**src/rtl/mult_issue_scheduler.sv**
```systemverilog
// Arbitrates two requesters onto the shared fixed-latency multiplier and routes results by tag.
// Build option MULT_SCHED_FIXED_PRIO_EN: requester 0 always wins contention (no round-robin).
module mult_issue_scheduler #(
  parameter int unsigned LATENCY = 4
) (
  input  logic        clock,
  input  logic        reset,
  input  logic        req0_valid,
  input  logic [31:0] req0_a,
  input  logic [31:0] req0_b,
  output logic        req0_ready,
  input  logic        req1_valid,
  input  logic [31:0] req1_a,
  input  logic [31:0] req1_b,
  output logic        req1_ready,
  input  logic        flush,
  output logic        mult_issue,
  output logic [31:0] mult_a,
  output logic [31:0] mult_b,
  input  logic [31:0] mult_product,
  output logic        done0_valid,
  output logic        done1_valid,
  output logic [31:0] done_product,
  output logic        busy,
  output logic        flush_done
);

  localparam int unsigned CntW = $clog2(LATENCY + 2);

  typedef enum logic [1:0] {StIdle, StRun, StDrain} state_e;

  state_e           state_q, state_d;
  logic [CntW-1:0]  count_q, count_d;
  logic [LATENCY:0] tag_valid_q, tag_id_q;
  logic             accept, gnt1, retire, retire_id;
  logic             mult_issue_q, done0_q, done1_q;
  logic [31:0]      mult_a_q, mult_b_q, done_product_q;

`ifdef MULT_SCHED_FIXED_PRIO_EN
  always_comb begin
    req0_ready = 1'b0;
    req1_ready = 1'b0;
    if (!reset && state_q != StDrain) begin
      req0_ready = req0_valid;
      req1_ready = req1_valid & ~req0_valid;
    end
  end
`else
  logic ptr_q;

  always_comb begin
    req0_ready = 1'b0;
    req1_ready = 1'b0;
    if (!reset && state_q != StDrain) begin
      if (req0_valid && req1_valid) begin
        req0_ready = ~ptr_q;
        req1_ready = ptr_q;
      end else begin
        req0_ready = req0_valid;
        req1_ready = req1_valid;
      end
    end
  end

  // Pointer only moves when it actually resolved a contention.
  always_ff @(posedge clock) begin
    if (reset) begin
      ptr_q <= 1'b0;
    end else if (req0_valid && req1_valid && accept) begin
      ptr_q <= ~ptr_q;
    end
  end
`endif

  assign gnt1      = req1_valid & req1_ready;
  assign accept    = (req0_valid & req0_ready) | gnt1;
  assign retire    = tag_valid_q[LATENCY];
  assign retire_id = tag_id_q[LATENCY];

  always_comb begin
    count_d = count_q;
    if (accept && !retire) begin
      count_d = count_q + CntW'(1);
    end else if (!accept && retire) begin
      count_d = count_q - CntW'(1);
    end
  end

  // Drain completes only once the final result strobe has also left the block.
  always_comb begin
    state_d    = state_q;
    flush_done = 1'b0;
    case (state_q)
      StIdle: begin
        if (flush) begin
          state_d = StDrain;
        end else if (accept) begin
          state_d = StRun;
        end
      end
      StRun: begin
        if (flush) begin
          state_d = StDrain;
        end else if (count_d == '0) begin
          state_d = StIdle;
        end
      end
      StDrain: begin
        if (count_q == '0 && !done0_q && !done1_q) begin
          flush_done = 1'b1;
          state_d    = StIdle;
        end
      end
      default: state_d = StIdle;
    endcase
  end

  always_ff @(posedge clock) begin
    if (reset) begin
      state_q        <= StIdle;
      count_q        <= '0;
      tag_valid_q    <= '0;
      tag_id_q       <= '0;
      mult_issue_q   <= 1'b0;
      mult_a_q       <= '0;
      mult_b_q       <= '0;
      done0_q        <= 1'b0;
      done1_q        <= 1'b0;
      done_product_q <= '0;
    end else begin
      state_q      <= state_d;
      count_q      <= count_d;
      tag_valid_q  <= {tag_valid_q[LATENCY-1:0], accept};
      tag_id_q     <= {tag_id_q[LATENCY-1:0], gnt1};
      mult_issue_q <= accept;
      if (accept) begin
        mult_a_q <= gnt1 ? req1_a : req0_a;
        mult_b_q <= gnt1 ? req1_b : req0_b;
      end
      done0_q <= retire & ~retire_id;
      done1_q <= retire & retire_id;
      if (retire) begin
        done_product_q <= mult_product;
      end
    end
  end

  assign mult_issue   = mult_issue_q;
  assign mult_a       = mult_a_q;
  assign mult_b       = mult_b_q;
  assign done0_valid  = done0_q;
  assign done1_valid  = done1_q;
  assign done_product = done_product_q;
  assign busy         = (count_q != '0) | done0_q | done1_q;

endmodule

```
**config.mk**
```make
export PLATFORM = sky130hd
export DESIGN_NAME = mult_issue_scheduler
export DESIGN_NICKNAME = d
export VERILOG_FILES = /design/src/rtl/mult_issue_scheduler.sv
export SDC_FILE = /design/constraint.sdc
export NUM_CORES = 1
export LEC_CHECK = 0
export BUFFER_PORTS_ARGS = -buffer_cell sky130_fd_sc_hd__buf_2
export CAP_MARGIN = 20
export CELL_PAD_IN_SITES_DETAIL_PLACEMENT = 1
export CELL_PAD_IN_SITES_GLOBAL_PLACEMENT = 2
export CORE_MARGIN = 3
export CORE_UTILIZATION = 27
export CTS_CLUSTER_DIAMETER = 40
export DETAILED_ROUTE_END_ITERATION = 8
export GPL_TIMING_DRIVEN = 0
export MAX_ROUTING_LAYER = met4
export PLACE_DENSITY = 0.95
export SYNTH_ARGS = -nofsm -noshare
export SYNTH_HDL_FRONTEND = slang
export SYNTH_SLANG_ARGS = --single-unit
```
**constraint.sdc**
```tcl
create_clock -name clock -period 3.2 [get_ports clock]
set_clock_uncertainty 0.2 [all_clocks]
set_input_delay 0.16 -clock clock [delete_from_list [all_inputs] [get_ports clock]]
set_output_delay 0.16 -clock clock [all_outputs]
set_load 0.03 [all_outputs]
```
==> out/metrics.csv <==
metric,value,unit
synthesis.area,4720,um^2
routedWlPerCell,17.9,um
die_w,138,um
grt_usage,21.6,%
finalPower,4.47,mW
cts_buffers,17,
ff2ff_path_depth,8,
vias,5267,
cts_tree,done,
synth_edf_count,0,
cp_data_required_time,3.30,ns
holdPathStages,3,
drive_above_1_share,34.9,%
clock-sinks,114,
cts_setup_buffers,0,
clk_latency,0.41,ns
drtIter0Drc,122,
grt_pass1_wl,32200,um
maxCapViolCount,0,
final_util,50.8,%
finalHoldViolCount,0,
whs,0.0199,ns
fin_crit_sh,75.8,%
ys.warnings.count,0,
clk_pin_slew,0.05,ns
synth_seq_cells,114,
startpoint,state_q[1],
drc,0,
antenna_cells,0,
htreeDepth,4,
critPathMaxFanout,10,
slowest_delay,0.56,ns
grt_setup_unrepaired,false,
firstDrtPassIters,4,
root_buffer,clkbuf_16,
reg2reg_slack,0.77,ns
fin_tns_setup,0,ns
status,finished clean,
pin_count,268,
netlist.area_leader.share,48.4,%
start_util,28.0,%
setup_viol,0,
power.leakage,4.26,nW
worst_pin_slew,0.659,ns
grt_pass1_vias,5971,
r2r-start,state_q[1],
grt_max_degree,17,
cts_resized,0,
post_synth_num_cell_types,30,
ir_drop,0.000342,V
place_hpwl,11900,um
synth_area_leader_cell,dfxtp_1,
p_per_area,522,nW/um^2
slew_headroom,56.1,%
ys.flop_type,dfxtp_1,
drt_wl_total,20500,um
cts_hold_buf,160,
place.gp.congestion,0.810,
criticalPathCategory,flip-flop to flip-flop,
fmax,412,MHz
ys_seq_area_share,48.4,%
worstHoldStart,req1_b[8],
hp-class,input pin to flip-flop,
die-area,19100,um^2
drt-vias-per-instance,4.61,
slew_viol_final,0,
cp_common_cell,buf_12,
overflow,0,
die_y,138,um
fp-row-count,47,
antenna_found_initial,0,
synthTopCellsByArea,"dfxtp_1 48%, mux2i_1 21%, a211oi_1 10%",
area_delta_synth_final,81.3,%
clockBufferDepth,2,
synthArstFlopShare,0,%
worst_setup_path_start_kind,flip-flop,
worstPathArrival,2.53,ns
min_period,2.43,ns
io_buffers,267,
antenna_left,0,
end_kind,flip-flop,
final_net_count,1078,
path_cells,nor2b_4 -> nor2_1 -> nand3_2 -> buf_12 -> buf_12 -> mux2i_1 -> dlygate4sd3_1 -> a211oi_1,
core_area,16800,um^2
cp_slowest_cell,dlygate4sd3_1,
synthesis.nets,632,
synthCells,464,
avgSynthCellArea,10.2,um^2
[worst max-delay path: cells and delay by family (launching register included)]
kind / cells / cell delay [ns]
AOI/OAI and AO/OA: 1 / 0.28
buffers and inverters: 3 / 0.92
DFF: 1 / 0.33
muxes: 1 / 0.11
and+or+nand+nor: 3 / 0.47
[registers in the layout, indices dropped and copies added, names as in the netlist]
register	flops
done_product	32
mult_a	32
mult_b	32
tag_id_q	5
tag_valid_q	5
count_q	3
state_q	2
done0_valid	1
done1_valid	1
ptr_q	1
[report_power, final]
part / switching [mW] / internal [mW] / leakage (nW)
registers: 0.0516 / 1.51 / 0.935
clock network: 0.650 / 1.34 / 0.304
logic: 0.494 / 0.423 / 3.02
[worst paths after layout]
check	to
hold reg to reg	done0_valid
setup / recovery	mult_a[21]
hold / removal	mult_b[8]
setup reg to reg	mult_a[21]
[layer usage]
| layer | GRT usage (%) | routed length, um | up-vias |
|---|---|---|---|
| li1 | - | - | 2532 |
| met2 | 41.7 | 11600 | 183 |
| met4 | 6.29 | 378 | 0 |
| met3 | 4.42 | 814 | 28 |
| met5 | - | 0 | - |
| met1 | 21.9 | 7690 | 2524 |
[kinds of logic after synthesis]
group	synth area share (%)
muxes	21.2
and+or+nand+nor	12.1
DFF	48.4
AOI/OAI and AO/OA	10.8
adders and majority gates	0.796
buffers and inverters	5.97
xor gates and xnor gates	0.743
[cells in the mapped netlist, drive strengths merged (4+ instances only)]
library cell / n
dfxtp: 114
nor2: 103
mux2i: 100
a211oi: 65
buf: 22
clkbuf: 16
nor2b: 11
inv: 6
nand2: 4
[cells in the final DEF, fill, tap and decap left out, types with 6 or more instances in the layout]
cell type      instances
clkbuf_1              19
inv_1                  6
dfxtp_1              114
a211oi_1              65
mux2i_1              100
clkbuf_16             17
nor2_1               103
dlygate4sd3_1        160
nor2b_1               10
buf_2                280
[final cells by class]
class                      instances  area (um^2)
timing repair buffer             427         2940
fill                            1921         8270
clock inverter                    10          156
tap                              220          275
clock buffer                      22          464
sequential                       114         2280
inverter                           6         22.5
buffer                            38          259
multi-input combinational        306         2150
[stage by stage]
step / instances / instance area [um^2] / worst slack (ns)
after floorplan: 464 / 4720 / 1.07
after global placement: 951 / 6330 / 1.24
after detailed placement: 951 / 6330 / 1.21
after CTS: 1143 / 8550 / 0.786
after global routing: 1143 / 8550 / 0.572
final: 1143 / 8550 / 0.774
Power figures use the tool's default switching activity.
